## config.mk

```make
export PLATFORM = sky130hd
export DESIGN_NAME = nvram_port_ctrl
export DESIGN_NICKNAME = d
export VERILOG_FILES = /design/src/rtl/nvram_port_ctrl.sv
export SDC_FILE = /design/constraint.sdc
export NUM_CORES = 1
export LEC_CHECK = 0
export ABC_AREA = 1
export BUFFER_PORTS_ARGS = -buffer_cell sky130_fd_sc_hd__buf_2
export CORE_AREA = 8 8 98 100
export CTS_CLUSTER_SIZE = 40
export DETAILED_ROUTE_END_ITERATION = 10
export DIE_AREA = 0 0 106 108
export SLEW_MARGIN = 20
export SYNTH_ARGS = -nofsm -noshare
export SYNTH_HDL_FRONTEND = slang
export SYNTH_SLANG_ARGS = --single-unit
```

## constraint.sdc

```tcl
create_clock -name clk -period 3.8 [get_ports clk]
set_input_delay 0.19 -clock clk [delete_from_list [all_inputs] [get_ports clk]]
set_output_delay 0.19 -clock clk [all_outputs]
set_load 0.02 [all_outputs]
```

## src/rtl/nvram_port_ctrl.sv

```systemverilog
// Port-B sequencer for the dual-port NVRAM: fill on reset, bulk load from host, bulk save to host.
// All RAM-side and host-side outputs are registered; busy is decoded from the state register.
module nvram_port_ctrl #(
  parameter int          ADDR_W         = 9,
  parameter logic [7:0]  FILL           = 8'hFF,
  parameter bit          CLEAR_ON_RESET = 1'b1
) (
  input  logic              clk,
  input  logic              rst_n,
  input  logic              start_load,
  input  logic              start_save,
  input  logic              abort,
  input  logic [7:0]        ld_data,
  input  logic              ld_valid,
  output logic              ld_ready,
  output logic [7:0]        sv_data,
  output logic              sv_valid,
  input  logic              sv_ready,
  output logic              busy,
  output logic              done,
  output logic [ADDR_W-1:0] ram_addr,
  output logic [7:0]        ram_din,
  output logic              ram_we,
  input  logic [7:0]        ram_dout
);

  typedef enum logic [2:0] {
    S_INIT      = 3'd0,
    S_IDLE      = 3'd1,
    S_LOAD      = 3'd2,
    S_SAVE_RD   = 3'd3,
    S_SAVE_WAIT = 3'd4,
    S_SAVE_OUT  = 3'd5
  } state_t;

  localparam logic [ADDR_W:0] CNT_LAST = {1'b0, {ADDR_W{1'b1}}};
  localparam logic [ADDR_W:0] CNT_FULL = {1'b1, {ADDR_W{1'b0}}};
  localparam state_t          S_RESET  = CLEAR_ON_RESET ? S_INIT : S_IDLE;

  state_t              state, state_nxt;
  logic [ADDR_W:0]     cnt, cnt_nxt, cnt_inc;
  logic [ADDR_W-1:0]   ram_addr_nxt;
  logic [7:0]          ram_din_nxt;
  logic                ram_we_nxt;
  logic                ld_ready_nxt;
  logic [7:0]          sv_data_nxt;
  logic                sv_valid_nxt;
  logic                done_nxt;
  logic                ld_acc, sv_acc, at_last;

  assign ld_acc  = ld_valid & ld_ready;
  assign sv_acc  = sv_valid & sv_ready;
  assign at_last = (cnt == CNT_LAST);
  assign cnt_inc = cnt + 1'b1;
  assign busy    = (state != S_IDLE);

  // State register
  always_ff @(posedge clk or negedge rst_n) begin
    if (!rst_n) state <= S_RESET;
    else        state <= state_nxt;
  end

  // Next-state decode; abort beats a same-edge handshake
  always_comb begin
    state_nxt = state;
    case (state)
      S_INIT:      if (cnt == CNT_FULL) state_nxt = S_IDLE;
      S_IDLE: begin
        if (start_load)      state_nxt = S_LOAD;
        else if (start_save) state_nxt = S_SAVE_RD;
      end
      S_LOAD: begin
        if (abort)                 state_nxt = S_IDLE;
        else if (ld_acc && at_last) state_nxt = S_IDLE;
      end
      S_SAVE_RD:   state_nxt = abort ? S_IDLE : S_SAVE_WAIT;
      S_SAVE_WAIT: state_nxt = abort ? S_IDLE : S_SAVE_OUT;
      S_SAVE_OUT: begin
        if (abort)       state_nxt = S_IDLE;
        else if (sv_acc) state_nxt = at_last ? S_IDLE : S_SAVE_RD;
      end
      default:     state_nxt = S_IDLE;
    endcase
  end

  // Output decode: next values of the registered outputs and byte counter
  always_comb begin
    cnt_nxt      = cnt;
    ram_addr_nxt = ram_addr;
    ram_din_nxt  = ram_din;
    ram_we_nxt   = 1'b0;
    ld_ready_nxt = 1'b0;
    sv_data_nxt  = sv_data;
    sv_valid_nxt = 1'b0;
    done_nxt     = 1'b0;
    case (state)
      S_INIT: begin
        if (!cnt[ADDR_W]) begin
          ram_we_nxt   = 1'b1;
          ram_addr_nxt = cnt[ADDR_W-1:0];
          ram_din_nxt  = FILL;
          cnt_nxt      = cnt_inc;
        end
      end
      S_IDLE: begin
        if (start_load) begin
          cnt_nxt      = '0;
          ld_ready_nxt = 1'b1;
        end else if (start_save) begin
          cnt_nxt      = '0;
          ram_addr_nxt = '0;
        end
      end
      S_LOAD: begin
        ld_ready_nxt = !abort;
        if (!abort && ld_acc) begin
          ram_we_nxt   = 1'b1;
          ram_addr_nxt = cnt[ADDR_W-1:0];
          ram_din_nxt  = ld_data;
          cnt_nxt      = cnt_inc;
          if (at_last) begin
            ld_ready_nxt = 1'b0;
            done_nxt     = 1'b1;
          end
        end
      end
      S_SAVE_WAIT: begin
        if (!abort) begin
          sv_data_nxt  = ram_dout;
          sv_valid_nxt = 1'b1;
        end
      end
      S_SAVE_OUT: begin
        sv_valid_nxt = !abort;
        if (!abort && sv_acc) begin
          sv_valid_nxt = 1'b0;
          cnt_nxt      = cnt_inc;
          if (at_last) done_nxt = 1'b1;
          else         ram_addr_nxt = cnt_inc[ADDR_W-1:0];
        end
      end
      default: ;
    endcase
  end

  // Registered outputs and counter
  always_ff @(posedge clk or negedge rst_n) begin
    if (!rst_n) begin
      cnt      <= '0;
      ram_addr <= '0;
      ram_din  <= FILL;
      ram_we   <= 1'b0;
      ld_ready <= 1'b0;
      sv_data  <= 8'h00;
      sv_valid <= 1'b0;
      done     <= 1'b0;
    end else begin
      cnt      <= cnt_nxt;
      ram_addr <= ram_addr_nxt;
      ram_din  <= ram_din_nxt;
      ram_we   <= ram_we_nxt;
      ld_ready <= ld_ready_nxt;
      sv_data  <= sv_data_nxt;
      sv_valid <= sv_valid_nxt;
      done     <= done_nxt;
    end
  end

endmodule

```

==> flow_summary.ini, run 1 <==
[critical_path]
end_kind = flop
cp_num_buf_inv = 2
crit_type = flop to flop
path_cells = nor2_2, nand2_1, nand2_1, a21oi_2, inv_2, nand2_1, inv_1, nand2_1, nand2_1
cp_data_required_time_ns = 3.99
cp_common_cell = nand2_1
cp_slowest_cell = dfrtp_1
worstPathMaxFanout = 12
critical-path-top-delay-family = simple AND/OR/NAND/NOR gates
max_stage_delay_ns = 0.50
startpoint = state[0]
critPathArrivalTime_ns = 1.96
regToRegStartpoint = state[0]
startpoint_type = flop

[clocking]
clk_pin_slew_ns = 0.09
ctsLongestPathBuffers = 2
cts-root-buf = clkbuf_8
post_cts_buffers = 0
hold_buffers = 0
cts_tree = built
numCtsBuffers = 5
ctsResizeCount = 0
cts_htree_levels = 2
clkSinkCount = 42
worstSkewPairLatency_ns = 0.30

[logic_synthesis]
yosys.area.top_type_share = 0.364
synth.cell_area_um2 = 2340
ys.warnings.count = 0
seq_area_frac_synth = 0.454
synthArstFlopShare = 1.00
netlist-cell-type-count = 28
synthesis.nets = 343
synth_area_leaders = dfrtp_1, nand2_1, dfstp_2
synthFlopType = dfrtp_1
synth-seq-cells = 42
synth_edf_count = 0
avgSynthCellArea_um2 = 7.37
yosys.area.top_type = dfrtp_1
synth_cells = 317

[layout]
nets = 398
design_area_um2 = 2800
syn_to_final_growth_pct = 19.9
diodes = 0
drive_above_1_share = 0.252

[pwr]
p_per_area_nw_per_um2 = 722
vdd_drop_max_v = 0.000218
finalPower_w = 0.00202
p_leak_nw = 1.52

[global_route]
track_usage = 0.105
grt_max_degree = 43
grt_antenna_before_repair = 0
top_usage_layer = met2
globalRouteMet3Util = 0.0256
use_met1 = 0.120
grt_use_met2 = 0.177
grt_overflow_total = 0
grt_pass1_vias = 2181
grt_pass1_wl_mm = 9.98

[timing]
fmax_mhz = 563
rsz0062_at_grt = false
fin_ws_ns = 2.02
max-slew-margin-rel = 0.376
worst_pin_slew_ns = 0.936
fin_skew_ns = 0.0124
setup_violations = 0
finalSetupTns_ns = 0
finalMaxSlewViolations = 0
hold_viol_final = 0
fin_crit_sh = 0.467
period_minus_slack_ns = 1.78
whs_ns = 0.0350

[run_status]
outcome = completed

[route]
dr.pass1.iters = 5
drtIter0Drc = 149
detail-route-antenna-nets = 0
vias_per_cell = 4.55
wl_mm = 5.85
vias = 2176
wl_per_cell_um = 12.2
drc = 0

[die]
ios = 53
die_w_um = 106
std_cell_rows = 33
initial_core_util = 0.290
dieArea_um2 = 11400
die_h_um = 108
coreArea_um2 = 8050

[placed_design]
port_buffers = 52
dp_hpwl_mm = 4.52
place.gp.congestion = 0.912
pre_cts_ws_ns = 2.02
postPlaceCellArea_um2 = 2710

[hold_path]
hp-class = input port to async pin

[run]
maxCapViolCount = 0
-- power by group --
group / leakage [nW] / internal [W] / switching, W
Sequential: 0.539 / 0.000596 / 0.0000976
Clock: 0.0472 / 0.000146 / 0.000155
Combinational: 0.934 / 0.000305 / 0.000724
-- cells by family after synthesis --
| kind of cell | synth area share |
|---|---|
| DFF | 0.454 |
| AOI/OAI and AO/OA | 0.0466 |
| buffers and inverters | 0.0525 |
| adders and majority gates | 0.0161 |
| xor gates and xnor gates | 0.00375 |
| and+or+nand+nor | 0.427 |
-- cells in the final DEF, fill, tap and decap left out, drive strengths merged --
cell type and instances:
dfrtp 34, o21ai 8, nand3 29, a21oi 10
nor3 2, nand2 135, buf 52, o21bai 1
dfstp 8, ha 3, inv 27, clkinvlp 1
and2 1, xor2 1, nor2 50, clkbuf 6
a211oi 1, nand4 3, clkinv 1
-- worst reg2reg max path: stages, from the launching register on --
cell and delay, ns:
dfrtp_1 0.50, nor2_2 0.10, nand2_1 0.34, nand2_1 0.15, a21oi_2 0.29, inv_2 0.09, nand2_1 0.07, inv_1 0.04
nand2_1 0.05, nand2_1 0.04
-- worst paths after layout --
path	to	slack [ns]	cells after the start
max in group asynchronous	ram_addr[8]	3.18	1
setup reg to reg	cnt[3]	2.02	9
hold / removal	cnt[8]	0.04	1
min in group clk	sv_data[7]	0.08	3
hold reg to reg	ram_addr[1]	0.47	2
setup / recovery	cnt[3]	2.02	9
-- state kept, by name (all words and copies together) (netlist names) --
register	count
ram_we	1
done	1
cnt	10
state	3
ram_din	8
sv_data	8
sv_valid	1
ram_addr	9
ld_ready	1
-- per-stage QoR --
| step | utilization | instances |
|---|---|---|
| final | 0.348 | 478 |
| after floorplan | - | 317 |
| after global routing | 0.348 | 478 |
| after global placement | 0.336 | 470 |
| after detailed placement | 0.336 | 470 |
| after CTS | 0.348 | 478 |
-- metal layers --
metal | wire length, µm | up-vias
li1 | - | 1103
met1 | 2410 | 986
met2 | 2890 | 79
met3 | 402 | 8
met5 | 0 | -
met4 | 149 | 0
-- area by class of cell --
class                      count  area, µm²
multi-input combinational    244       1150
tap                          105        131
clock buffer                   6       82.6
fill                         846       5250
clock inverter                 2       12.5
inverter                      27        101
timing repair buffer          52        260
sequential                    42       1060
-- cell usage after synthesis (2+ instances only) --
library cell,instances
nand2_1,132
nor2_1,40
dfrtp_1,34
nand3_1,24
inv_1,21
a21oi_1,9
dfstp_2,8
nor2_4,7
inv_2,6
o21ai_0,5
ha_1,3
nand3_2,3
nand4_1,3
nor2_2,3
o21ai_1,3
buf_2,2
nand2_2,2
nand3_4,2
(Power assumes the default switching activity.)
==> inputs of run 2 (changes only) <==
--- a/config.mk
+++ b/config.mk
@@ -5,7 +5,7 @@
 export SDC_FILE = /design/constraint.sdc
 export NUM_CORES = 1
 export LEC_CHECK = 0
-export ABC_AREA = 1
+export ABC_AREA = 0
 export BUFFER_PORTS_ARGS = -buffer_cell sky130_fd_sc_hd__buf_2
 export CORE_AREA = 8 8 98 100
 export CTS_CLUSTER_SIZE = 40
==> constraint.sdc (replaced) <==
create_clock -name clk -period 1.7 [get_ports clk]
set_input_delay 0.085 -clock clk [delete_from_list [all_inputs] [get_ports clk]]
set_output_delay 0.085 -clock clk [all_outputs]
set_load 0.02 [all_outputs]
==> run 2 against run 1 <==
Net effect:
- the run now ends with setup timing left
- routed wire length up 9.9%
- clock skew is 0.0069 ns lower
- critical path depth decreased by 3
- critical path type unchanged
==> flow_summary.ini, run 2 <==
[critical_path]
cp_slowest_cell = dfrtp_2
regToRegStartpoint = cnt[0]
cp_data_required_time_ns = 1.88
max_stage_delay_ns = 0.45
rrSetupSlack_ns = -0.04
crit_type = flop to flop
path_cells = ha_4, nand3_4, nor4_4, a311o_1, buf_12, mux2_4
startpoint_type = flop
end_kind = flop
rr_endpoint = ram_addr[1]
critPathArrivalTime_ns = 1.92
worstPathMaxFanout = 9
r2r_cells = 6

[timing]
worst_pin_slew_ns = 0.359
period_minus_slack_ns = 1.74
whs_ns = 0.0190
hold_viol_final = 0
rsz0062_at_grt = true
setup_violations = 10
fin_skew_ns = 0.00550
fin_ws_ns = -0.0407
finalMaxSlewViolations = 0
fin_crit_sh = 1.02
fmax_mhz = 574
max-slew-margin-rel = 0.761

[layout]
diodes = 0
syn_to_final_growth_pct = 45.2
largest_reg_flops = 10
regMostFlops = cnt
nets = 373
final_common_cell = buf_4
drive_above_1_share = 0.511
layout_common_cells = buf_4, buf_2, dfrtp_1
multi_input_comb_area_um2 = 1270
fill_cells = 808
regArea_um2 = 1070
design_area_um2 = 3380
reg_top3 = cnt x10, ram_addr x9

[pwr]
p_per_area_nw_per_um2 = 1740
p_leak_nw = 1.60
vdd_drop_max_v = 0.00101

[logic_synthesis]
ys.warnings.count = 0
ys_top_cells_by_count = dfrtp_1, nor2_1, o21ai_0
synthArstFlopShare = 1.00
synth.cell_area_um2 = 2330
synth_cells = 243
netlist-cell-type-count = 44
post-synth-top-count-cell = dfrtp_1
seq_area_frac_synth = 0.456
synth_area_leaders = dfrtp_1, dfstp_2, o21ai_0
synth-seq-cells = 42
synthesis.nets = 269
yosys.area.top_type = dfrtp_1
yosys.area.top_type_share = 0.366
avgSynthCellArea_um2 = 9.58
synthFlopType = dfrtp_1
synth_edf_count = 0

[clocking]
clkSinkCount = 42
worstSkewPairLatency_ns = 0.29
clk_pin_slew_ns = 0.08
numCtsBuffers = 5
cts_tree = built
cts_htree_levels = 2
cts-root-buf = clkbuf_8
ctsLongestPathBuffers = 2

[hold_path]
hold_start = ram_dout[7]
min_delay_path_depth = 2
hold_end = sv_data[7]
hp-class = input port to flop

[placed_design]
place.gp.congestion = 0.845
dp_hpwl_mm = 4.74
port_buffers = 52
postPlaceCellArea_um2 = 3050

[route]
drc = 0
wl_per_cell_um = 14.2
detail-route-antenna-nets = 0
dr.pass1.iters = 6
drtIter0Drc = 78
vias_per_cell = 4.74
wl_mm = 6.43
vias = 2146

[die]
die_w_um = 106
ios = 53
dieArea_um2 = 11400
initial_core_util = 0.289
std_cell_rows = 33
coreArea_um2 = 8050
die_h_um = 108

[run_status]
outcome = complete, but fails checks
violations = setup timing

[run]
maxCapViolCount = 0

[global_route]
grt_overflow_total = 0
grt_max_degree = 18
grt_pass1_vias = 2231
grt_pass1_wl_mm = 10.6
track_usage = 0.113
grt_antenna_before_repair = 0
## run 2: changes by cell type after synthesis, moves of 7 or more
cell	before	now
inv_1	21	7
mux2_2	0	9
mux2_4	0	9
nand2_1	132	26
nand3_1	24	7
nor2_1	40	29
nor2_4	7	0
o21ai_0	5	29
## run 2: how the worst max path moves through the flow
stage,start,endpoint,slack (ns),cells past startpoint
final,cnt[0],ram_addr[1],-0.04,6
after global routing,cnt[6],cnt[9],-0.11,7
after CTS,cnt[6],cnt[9],-0.02,7
after detailed placement,cnt[6],cnt[9],-0.09,7
after global placement,cnt[6],cnt[9],-0.07,7
after floorplan,cnt[4],ram_addr[0],-0.04,6
## run 2: logic make-up after synthesis
group	after synthesis	share of synthesized area
compound gates	59	0.152
fa+ha+maj	3	0.0161
buf+inv	25	0.0575
flops	42	0.456
mux	21	0.115
simple gates	93	0.204
## run 2: routing by layer
layer  vias up  global-route usage  wire length [µm]
met3         7              0.0280               276
li1       1060                   -                 -
met4         0              0.0372                70
met2        46               0.193              3160
met5         -                   0                 0
met1      1033               0.137              2920
## run 2: area by class of cell
cell class                      instances  area share
Multi-Input combinational cell        176       0.377
Clock inverter                          1     0.00889
Inverter                                7     0.00778
Sequential cell                        42       0.316
Clock buffer                            7      0.0226
Timing Repair Buffer                  115       0.229
Tap cell                              105      0.0389
## run 2: timing repair
item,CTS,global route
endpoints found under the setup margin,30,35
pin swaps,4,6
hold buffers,2,0
resized for setup,17,27
hold endpoints to repair,14,0
setup buffers,2,6
## run 2: worst max-delay path, delay by kind of cell (launching register included)
kind                       cells  cell delay (ns)
AOI/OAI and AO/OA              1             0.38
adders and majority gates      1             0.18
buffers and inverters          1             0.16
DFF                            1             0.45
muxes                          1             0.29
and+or+nand+nor                2             0.16
## run 2: stage by stage
stage | utilization | setup WS (ns) | total power [W] | instances | TNS (ns)
2_1_floorplan | - | -0.0352 | 0.00351 | 243 | -0.352
3_3_place_gp | 0.379 | -0.0669 | 0.00473 | 435 | -0.734
3_5_place_dp | 0.379 | -0.0921 | 0.00479 | 435 | -1.20
4_1_cts | 0.403 | -0.0245 | 0.00572 | 447 | -0.0998
5_1_grt | 0.420 | -0.105 | 0.00630 | 453 | -1.08
6_report | 0.420 | -0.0407 | 0.00589 | 453 | -0.336
## run 2: power breakdown
part           internal [W]  switching, W
clock              0.000440      0.000350
combinational       0.00166       0.00180
sequential          0.00141      0.000234
==> inputs of run 3 (changes only) <==
--- a/config.mk
+++ b/config.mk
@@ -6,11 +6,13 @@
 export NUM_CORES = 1
 export LEC_CHECK = 0
 export ABC_AREA = 0
+export ABC_CLOCK_PERIOD_IN_PS = 1700
 export BUFFER_PORTS_ARGS = -buffer_cell sky130_fd_sc_hd__buf_2
 export CORE_AREA = 8 8 98 100
 export CTS_CLUSTER_SIZE = 40
 export DETAILED_ROUTE_END_ITERATION = 10
 export DIE_AREA = 0 0 106 108
+export SETUP_SLACK_MARGIN = 0.3
 export SLEW_MARGIN = 20
 export SYNTH_ARGS = -nofsm -noshare
 export SYNTH_HDL_FRONTEND = slang
==> run 3 against run 2 <==
Net effect:
- the flow still finishes with violations (setup timing)
- final cell count grew 2.6%
- largest power group unchanged
- worst setup slack got worse by 0.014 ns
- critical path depth unchanged
- critical endpoint is now ram_addr[6]
- sequential power barely moved
==> flow_summary.ini, run 3 (synthesis results as in run 2) <==
[timing]
rsz0062_at_grt = true
fin_ws_ns = -0.0547
period_minus_slack_ns = 1.75
fin_skew_ns = 0.0105
hold_viol_final = 0
fin_crit_sh = 1.03
worst_pin_slew_ns = 0.484
max-slew-margin-rel = 0.677
fmax_mhz = 570
setup_violations = 12
finalMaxSlewViolations = 0

[global_route]
grt_pass1_vias = 2265
grt_max_degree = 25
grt_pass1_wl_mm = 11.0
track_usage = 0.118
grt_overflow_total = 0
grt_antenna_before_repair = 0

[route]
drc = 0
maxUsedRoutingLayer = met4
wl_met2_mm = 3.69
detail-route-antenna-nets = 0
vias = 2239
wl_mm = 7.05
met3WireLength_um = 314
dr.pass1.iters = 4
drtIter0Drc = 81
wl_met1_mm = 2.98
vias_per_cell = 4.82
wl_per_cell_um = 15.2

[layout]
nets = 385
regMostFlops = cnt
largest_reg_flops = 10
design_area_um2 = 3730
fin_cells = 465
final_common_cell = buf_4
syn_to_final_growth_pct = 60.2
drive_above_1_share = 0.611
reg_top3 = cnt x10, ram_addr x9
layout_common_cells = buf_4, buf_2, dfrtp_1
diodes = 0

[hold_path]
hold_start = ram_dout[7]
hp-class = input port to flop

[placed_design]
dp.cells = 435
place.gp.congestion = 0.810
port_buffers = 52
postPlaceCellArea_um2 = 3150
dp_hpwl_mm = 4.92

[pwr]
vdd_drop_max_v = 0.00108
clkPwrFrac = 0.096
p_seq_frac = 0.252
netSwitchingPower_w = 0.00274
comb_power_share = 0.652
internal_power_w = 0.00381
p_per_area_nw_per_um2 = 1760
sw_frac_of_total = 0.419
p_leak_nw = 1.74

[critical_path]
regToRegStartpoint = state[1]
critPathArrivalTime_ns = 1.93
cp_slowest_cell = dfrtp_1
worstPathMaxFanout = 10
crit_type = flop to flop
startpoint = state[1]
startpoint_type = flop
critical-path-top-delay-family = flip-flops
cp_num_buf_inv = 2
cp_data_required_time_ns = 1.87
path_cells = buf_4, nand2_1, nand3_2, a311o_1, buf_12, mux2_4
end_kind = flop
max_stage_delay_ns = 0.41

[die]
std_cell_rows = 33
initial_core_util = 0.289
ios = 53
dieArea_um2 = 11400
die_w_um = 106
die_h_um = 108
coreArea_um2 = 8050

[clocking]
clk_pin_slew_ns = 0.08
clkSinkCount = 42
cts_tree = built
worstSkewPairLatency_ns = 0.29
numCtsBuffers = 5
cts-root-buf = clkbuf_8
cts_htree_levels = 2
ctsLongestPathBuffers = 2

[run]
maxCapViolCount = 0

[run_status]
violations = setup timing
outcome = complete, but fails checks
## run 3: cell types whose count changed in the layout (fill, tap and decap cells not counted), moves of 7 or more
| cell | before | now |
|---|---|---|
| mux2_2 | 9 | 1 |
| mux2_4 | 9 | 17 |
| o21ai_0 | 19 | 12 |
| nand2_2 | 1 | 8 |
| o21ai_2 | 0 | 12 |
| buf_6 | 6 | 13 |
| nand2_1 | 25 | 18 |
## run 3: per-layer routing
| layer | vias to the layer above | global-route usage |
|---|---|---|
| li1 | 1090 | - |
| met1 | 1092 | 0.130 |
| met2 | 51 | 0.215 |
| met3 | 6 | 0.0333 |
| met4 | 0 | 0.0372 |
| met5 | - | 0 |
## run 3: repair_timing
item | in CTS | in global routing
gates resized for setup | 62 | 26
setup buffers | 14 | 5
pin swaps | 13 | 13
gates cloned | 2 | 0
hold buffers | 1 | 0
endpoints found under the hold margin | 12 | 0
setup endpoints to repair | 41 | 41
## run 3: final timing paths
| check | cells past startpoint | slack [ns] | to |
|---|---|---|---|
| max in group asynchronous | 3 | 0.84 | ram_din[6] |
| worst max register to register | 6 | -0.05 | ram_addr[6] |
| worst min register to register | 2 | 0.46 | ram_din[0] |
| min in group asynchronous | 2 | 0.29 | cnt[9] |
| worst max-delay path | 6 | -0.05 | ram_addr[6] |
| worst min-delay path | 2 | 0.01 | sv_data[7] |
## run 3: layout make-up
type | instances | area (µm²)
Sequential cell | 42 | 1060
Tap cell | 105 | 131
Multi-Input combinational cell | 178 | 1490
Fill cell | 757 | 4320
Clock inverter | 2 | 10.0
Clock buffer | 6 | 72.6
Inverter | 7 | 31.3
Timing Repair Buffer | 125 | 932
## run 3: through the flow
| stage | worst slack (ns) | util | hold WS, ns | TNS (ns) | power (W) |
|---|---|---|---|---|---|
| 2_1_floorplan | -0.0352 | - | -0.211 | -0.352 | 0.00370 |
| 3_3_place_gp | -0.0233 | 0.391 | 0.0708 | -0.244 | 0.00485 |
| 3_5_place_dp | -0.0574 | 0.391 | 0.0722 | -0.564 | 0.00492 |
| 4_1_cts | -0.0268 | 0.448 | 0.0110 | -0.174 | 0.00631 |
| 5_1_grt | -0.104 | 0.463 | 0.00476 | -1.12 | 0.00696 |
| 6_report | -0.0547 | 0.463 | 0.0145 | -0.474 | 0.00655 |
## run 3: power by group through the flow
stage,Clock (W),Combinational (W),Sequential [W]
detailed placement,0,0.00330,0.00163
floorplan,0,0.00175,0.00195
finish,0.000631,0.00427,0.00165
global route,0.000683,0.00458,0.00170
global placement,0,0.00324,0.00161
CTS,0.000648,0.00403,0.00164
